==> config.mk <==
export PLATFORM = sky130hd
export DESIGN_NAME = fetch_unit
export DESIGN_NICKNAME = d
export VERILOG_FILES = /design/src/rtl/fetch_unit.sv
export SDC_FILE = /design/constraint.sdc
export NUM_CORES = 1
export LEC_CHECK = 0
export ABC_AREA = 1
export BUFFER_PORTS_ARGS = -buffer_cell sky130_fd_sc_hd__buf_2
export CORE_MARGIN = 1
export CORE_UTILIZATION = 50
export CTS_CLUSTER_SIZE = 20
export DETAILED_ROUTE_END_ITERATION = 10
export PLACE_DENSITY = 0.71
export RECOVER_POWER = 25
export SETUP_SLACK_MARGIN = 0.15
export SYNTH_ARGS = -nofsm -noshare
export SYNTH_HDL_FRONTEND = slang
export SYNTH_SLANG_ARGS = --single-unit
==> constraint.sdc <==
create_clock -name clock -period 4.2 [get_ports clock]
set_clock_uncertainty 0.2 [all_clocks]
set_input_delay 0.63 -clock clock [delete_from_list [all_inputs] [get_ports clock]]
set_output_delay 0.63 -clock clock [all_outputs]
set_load 0.01 [all_outputs]
==> src/rtl/fetch_unit.sv <==
// fetch_unit
//   Instruction fetch stage sitting behind the PC register. Issues the current
//   pc as a single-outstanding request to instruction memory. Tells the PC
//   register when that address has been consumed. Buffers returned
//   instructions together with their PC in a DEPTH-entry FIFO for decode.
//   A redirect flushes the FIFO and discards any response still in flight.
//
// Ports
//   clock, reset        rising-edge clock; asynchronous active-high reset
//   pc                  current PC register value (word address)
//   redirect            PC register loads a non-sequential target; flush
//   pc_advance          pc accepted by memory this cycle; PC register steps
//   imem_req/addr/gnt   memory request handshake (addr always equals pc)
//   imem_rvalid/rdata   memory read response
//   inst_valid/ready    FIFO head handshake towards decode
//   inst, inst_pc       head instruction and its PC
module fetch_unit #(
   parameter int unsigned DEPTH = 4
) (
   input  logic        clock,
   input  logic        reset,
   input  logic [31:0] pc,
   input  logic        redirect,
   output logic        pc_advance,
   output logic        imem_req,
   output logic [31:0] imem_addr,
   input  logic        imem_gnt,
   input  logic        imem_rvalid,
   input  logic [31:0] imem_rdata,
   output logic        inst_valid,
   input  logic        inst_ready,
   output logic [31:0] inst,
   output logic [31:0] inst_pc
);

   localparam int unsigned AW = $clog2(DEPTH);
   localparam logic [AW:0] FULL      = DEPTH[AW:0];
   localparam logic [AW:0] NEAR_FULL = FULL - 1'b1;

   typedef enum logic [1:0] {
      IDLE,
      WAIT,
      DROP
   } state_t;

   state_t        state;
   logic [AW:0]   count;
   logic [AW-1:0] rd_ptr;
   logic [AW-1:0] wr_ptr;
   logic [31:0]   req_pc;
   logic [31:0]   mem_inst [DEPTH];
   logic [31:0]   mem_pc   [DEPTH];
   logic          push;
   logic          pop;

   // A new request is only raised when the FIFO has room for its response
   // even if nothing is popped meanwhile; inst_ready is deliberately not
   // credited so there is no path from decode back to memory.
   always_comb begin
      imem_req = 1'b0;
      if (!reset && !redirect) begin
         if (state == IDLE) begin
            imem_req = (count < FULL);
         end else if (state == WAIT) begin
            imem_req = imem_rvalid && (count < NEAR_FULL);
         end
      end
   end

   assign pc_advance = imem_req & imem_gnt;
   assign imem_addr  = pc;

   // redirect overrides both FIFO sides in the cycle it is seen
   assign push       = (state == WAIT) && imem_rvalid && !redirect;
   assign pop        = inst_valid && inst_ready && !redirect;

   assign inst_valid = (count != '0);
   assign inst       = mem_inst[rd_ptr];
   assign inst_pc    = mem_pc[rd_ptr];

   always_ff @(posedge clock or posedge reset) begin
      if (reset) begin
         state  <= IDLE;
         req_pc <= '0;
      end else begin
         if (pc_advance) begin
            req_pc <= pc;
         end
         case (state)
            IDLE: begin
               if (pc_advance) begin
                  state <= WAIT;
               end
            end
            WAIT: begin
               if (redirect) begin
                  if (imem_rvalid) begin
                     state <= IDLE;
                  end else begin
                     state <= DROP;
                  end
               end else if (imem_rvalid) begin
                  if (pc_advance) begin
                     state <= WAIT;
                  end else begin
                     state <= IDLE;
                  end
               end
            end
            DROP: begin
               if (imem_rvalid) begin
                  state <= IDLE;
               end
            end
            default: state <= IDLE;
         endcase
      end
   end

   always_ff @(posedge clock or posedge reset) begin
      if (reset) begin
         count  <= '0;
         rd_ptr <= '0;
         wr_ptr <= '0;
      end else if (redirect) begin
         count  <= '0;
         rd_ptr <= '0;
         wr_ptr <= '0;
      end else begin
         if (push) begin
            wr_ptr <= wr_ptr + 1'b1;
         end
         if (pop) begin
            rd_ptr <= rd_ptr + 1'b1;
         end
         if (push && !pop) begin
            count <= count + 1'b1;
         end else if (pop && !push) begin
            count <= count - 1'b1;
         end
      end
   end

   // Storage needs no reset: entries are only read while count says valid.
   always_ff @(posedge clock) begin
      if (push) begin
         mem_inst[wr_ptr] <= imem_rdata;
         mem_pc[wr_ptr]   <= req_pc;
      end
   end

   a_no_push_when_full: assert property (@(posedge clock) disable iff (reset)
      !(push && (count == FULL)));

   a_no_rvalid_in_idle: assert property (@(posedge clock) disable iff (reset)
      !((state == IDLE) && imem_rvalid));

endmodule

* Yosys cells after proc, flatten, opt, wreduce, memory -nomap -nowiden
Memories as Yosys holds them, arrays and structs flattened. Cells that the tools add are included.
Operators by class: add/sub/neg operators 4, magnitude comparators 2, equality and inequality tests 5, multiplexer cells 19, bitwise gates (word level) 1, reductions and logical operators 18
Operators with widths (number):
- $mux 2 | 9
- $mux 3 | 3
- $logic_and 1x1->1 | 8
- $mux 1 | 6
- $pmux 2 s3 | 1
- $reduce_bool 3->1 | 2
- $add 2x1->2 const B | 2
- $logic_not 1->1 | 4
- $ne 2x2->1 const B | 2
- $reduce_bool 2->1 | 2
- $add 3x1->3 const B | 1
- $lt 3x2->1 const B | 1
- $lt 3x3->1 const B | 1
- $ne 3x3->1 const B | 1
- $reduce_and 3->1 | 1
- $sub 3x1->3 const B | 1
- $eq 2x1->1 const B | 1
- $eq 2x2->1 const B | 1
- $logic_not 2->1 | 1
- $and 1x1->1 | 1
Storage, ports and cells: register bits 41, RAM bits 256, input bits 70, output and inout bits 99, word-level logic and storage cells 56, memories 2
Memories:
- mem_inst | words 4, bits a word 32, read ports 1, clocked after Yosys merged registers in 0, wr ports 1, line 51 | logic [31:0] mem_inst [DEPTH];
- mem_pc | words 4, bits a word 32, read ports 1, clocked after Yosys merged registers in 0, wr ports 1, line 52 | logic [31:0] mem_pc [DEPTH];

* Logic depth before layout (Yosys ltp)
depth after elaboration 10, mapped depth 12, gate-level depth less buffers 12

* Worst setup path after synthesis
Ideal clock, no wire load.
kind input -> register, start point input port imem_rvalid, end point memory mem_inst[0][0], enable pin, setup time 486 ps, data arrival time 3645 ps, data required time 3514 ps, slack -131 ps, cell stages on the path 4, buffers on the path 0, path through nand3_2 -> nor2_4 -> inv_1 -> nor2_1
On the way: cells in the longest elaborated chain, start to end 4
Ends and longest elaborated chain:
- start, declared | line 28 | input logic imem_rvalid,
- $logic_and 1x1->1 (2 in series) | line 74 | assign push = (state == WAIT) && imem_rvalid && !redirect;
- $mux 1 | line 146 | if (push) begin
- $mux 1 (not written as such) | line 147 | mem_inst[wr_ptr] <= imem_rdata;
- end, declared | line 51
Every way passes these cells.

* Worst setup path in the final report
start point register rd_ptr[0], end point output port inst_pc[28]
On the way: cells in the longest elaborated chain, start to end 1
Ends and longest elaborated chain:
- start, declared | line 48 | logic [AW-1:0] rd_ptr;
- start signal, assigned | line 134 | rd_ptr <= rd_ptr + 1'b1;
- $mem_v2 4x32
- end, declared | line 33 | output logic [31:0] inst_pc
Every way passes these cells.

==> parameters.txt <==
Parameter                              Value

Floorplan
  Y dimension of the die    between 150 and 200 µm
  Core Box Area    ~22,000 µm²
  Starting density of the core    0.516
  FP Rows    54
  I/O pin cnt    around 170
  Total die area    around 23,000 µm²
  Width of the chip    153 µm

Finish
  Ant. Diodes    0
  Final core occ    0.598
  Relative area change from synthesis to final layout    15.7%
  Post-route non-filler standard cell count    between 1,000 and 1,500
  Ratio of cells with drive above 1 in the final layout    0.208
  Leading cell types in the layout, fill and taps excluded    sky130_fd_sc_hd__edfxtp_1, sky130_fd_sc_hd__buf_2, sky130_fd_sc_hd__nor2_1, sky130_fd_sc_hd__o21ai_0, sky130_fd_sc_hd__nand2_1
  Final layout net count    approximately 1,100
  Most common cell after layout, fill and taps aside    sky130_fd_sc_hd__edfxtp_1
  Finished Cell Area    about 13,000 µm²

Worst setup path
  Longest individual stage delay on the worst path    ~800 ps
  Worst Setup End Kind    output port
  Critical path data required time    3370 ps
  Reg-to-reg slack, setup    1920 ps
  Crit path buf inv count    2
  Cell Chain, Critical Path    buf_4 > o21ai_0 > o22ai_1 > buf_2
  Category of the most critical setup path    reg2out
  Critical Path Slowest Stage Cell    sky130_fd_sc_hd__buf_4
  Type of element launching the critical path    flop
  Crit-path max FO    97
  Cell type group with the largest total delay on the critical path    buffers and inverters
  Crit path arrival time    ~2800 ps

CTS
  Number of sinks handled by clock tree synthesis    297
  Buffers inserted by post-CTS timing repair    0
  TritonCTS Buffers    29
  Post-CTS Hold Fix Bufs    0
  Longest Clk Path Bufs    3
  Source-to-sink clock delay at the later pin of the worst-skew pair    between 500 and 600 ps
  CTS tree    built
  Total number of H-tree levels    1
  Root buffer cell    sky130_fd_sc_hd__clkbuf_16
  Clk pin slew, worst setup/hold paths    around 60 ps
  Cts repair resizes    0

Detailed routing
  Ratio of routed vias to standard cells    5.38
  DR iter-0 viols    506
  Via count    between 7,000 and 8,000
  Detail-routed net length per standard cell    ~18 µm
  Antenna-violating nets left    0
  Post-detailed-routing wire length    approximately 23,000 µm
  Post-detailed-route DRC marker count    0
  First drt pass iteration count    5

Synth
  Mean area per synthesized cell    13.2 µm²
  Number of warnings printed during yosys synthesis    0
  Synthesized instance count    between 800 and 900
  Unique cell type count in the Yosys netlist    26
  Nets in the synthesized netlist    942
  Post-Synthesis Cell Area    ~11,000 µm²
  Sequential cell area fraction in the yosys report    0.761
  Post-synthesis sequential element count    between 200 and 300

Global routing
  Global-route total usage across every layer    0.195
  Pin count of the biggest net entering global routing    98
  Remaining Overflow, GRT    0
  Wire length of the first global-routing pass    roughly 36,000 µm
  Antenna violations before repair    0
  Number of global-route vias before repair    6,619

Power
  Pwr Density    between 500 and 600 nW/µm²
  Leakage component of the power    a little under 5 nW
  VDD IR max    about 0.3 mV
  Design Power    between 7 and 8 mW

Outcome
  Outcome    completed

STA
  Final hold viol count    0
  Final setup violation count    0
  Final period util    0.853
  Worst rel slew slack    0.345
  TNS Setup    0 ps
  Slew of the pin with the lowest slew margin    just under 1000 ps
  Final critical delay including setup and external delays    3580 ps
  Fmax    approximately 0.28 GHz
  Max-slew violation count    0
  Setup repair after global routing missed its margin    no

Hold path
  Min-delay worst type    in2reg

Placed design
  Area after DPL    12,400 µm²
  DP Wirelength    roughly 13,000 µm
  Buffers on Ports    between 150 and 200
  GPL Wtd Cong    between 0.7 and 0.8
  Placed cells    1,252

Flow run
  Reported max-cap violation count    0
## cells in the mapped netlist (all sizes together)
| master | number | share of area |
|---|---|---|
| clkinv | 1 | 0.00044 |
| inv | 21 | 0.0069 |
| nor2 | 137 | 0.046 |
| nand4 | 3 | 0.0016 |
| nand3 | 4 | 0.0026 |
| fa | 1 | 0.0017 |
| dfrtp | 41 | 0.090 |
| clkbuf | 32 | 0.010 |
| nand2 | 115 | 0.038 |
| xnor2 | 1 | 0.00077 |
| o22ai | 64 | 0.035 |
| o31ai | 2 | 0.0013 |
| nor3 | 3 | 0.0017 |
| buf | 48 | 0.029 |
| a21oi | 2 | 0.00087 |
| ha | 4 | 0.0044 |
| edfxtp | 256 | 0.67 |
| o21ai | 132 | 0.058 |
## flip-flops by register name, indices dropped and copies added (netlist names)
name      cells
mem_inst    128
mem_pc      128
req_pc       32
count         3
rd_ptr        2
state         2
wr_ptr        2
## tightest hold or removal path, cell delays in order
cell                      delay [ps]
sky130_fd_sc_hd__buf_2            80
sky130_fd_sc_hd__nand2_1          50
sky130_fd_sc_hd__nand2_1          40
## layout make-up
type                       count  area, µm²
multi-input combinational    468       2220
tap                          280        350
clock buffer                  34        754
timing repair buffer         185        941
clock inverter                19        170
inverter                      22       86.3
sequential                   297       8720
fill                        1745       8920
## per-layer routing
layer	vias to the layer above	routed length [µm]	GRT usage
met5	-	0	0
met4	0	485	0.0611
met3	38	1320	0.0278
met2	235	11200	0.327
met1	3395	10100	0.264
li1	3350	-	-
## where the power goes
| group | internal, mW | leakage (nW) | switching (mW) | total (mW) |
|---|---|---|---|---|
| sequential | 3.47 | 2.84 | 0.176 | 3.65 |
| combinational | 0.429 | 1.66 | 0.810 | 1.24 |
| clock | 1.46 | 0.459 | 1.03 | 2.50 |
## metrics by stage
step / worst slack [ps] / hold WS (ps)
after floorplan: -131 / 276
after global placement: 1250 / 297
after detailed placement: 1210 / 300
after CTS: 635 / 76.8
after global routing: 468 / 92.8
final: 616 / 101
## cell families (layout without fill, tap and decap cells)
kind of cell | count (synthesis) | count (layout) | share of synthesized area
compound gates | 200 | 200 | 0.0952
xor+xnor | 1 | 1 | 0.000766
fa+ha+maj | 5 | 5 | 0.00612
buf+inv | 102 | 260 | 0.0471
flops | 297 | 297 | 0.761
simple gates | 262 | 262 | 0.0893
## final timing paths
path | cells past startpoint | startpoint | endpoint
min in group asynchronous | 2 | reset | req_pc[8]
worst min-delay path | 3 | pc[10] | req_pc[10]
max in group asynchronous | 2 | reset | rd_ptr[0]
worst max register to register | 6 | state[1] | mem_inst[3][23]
worst max-delay path | 4 | rd_ptr[0] | inst_pc[28]
worst min register to register | 0 | req_pc[31] | mem_pc[2][31]
(Power assumes the default switching activity.)
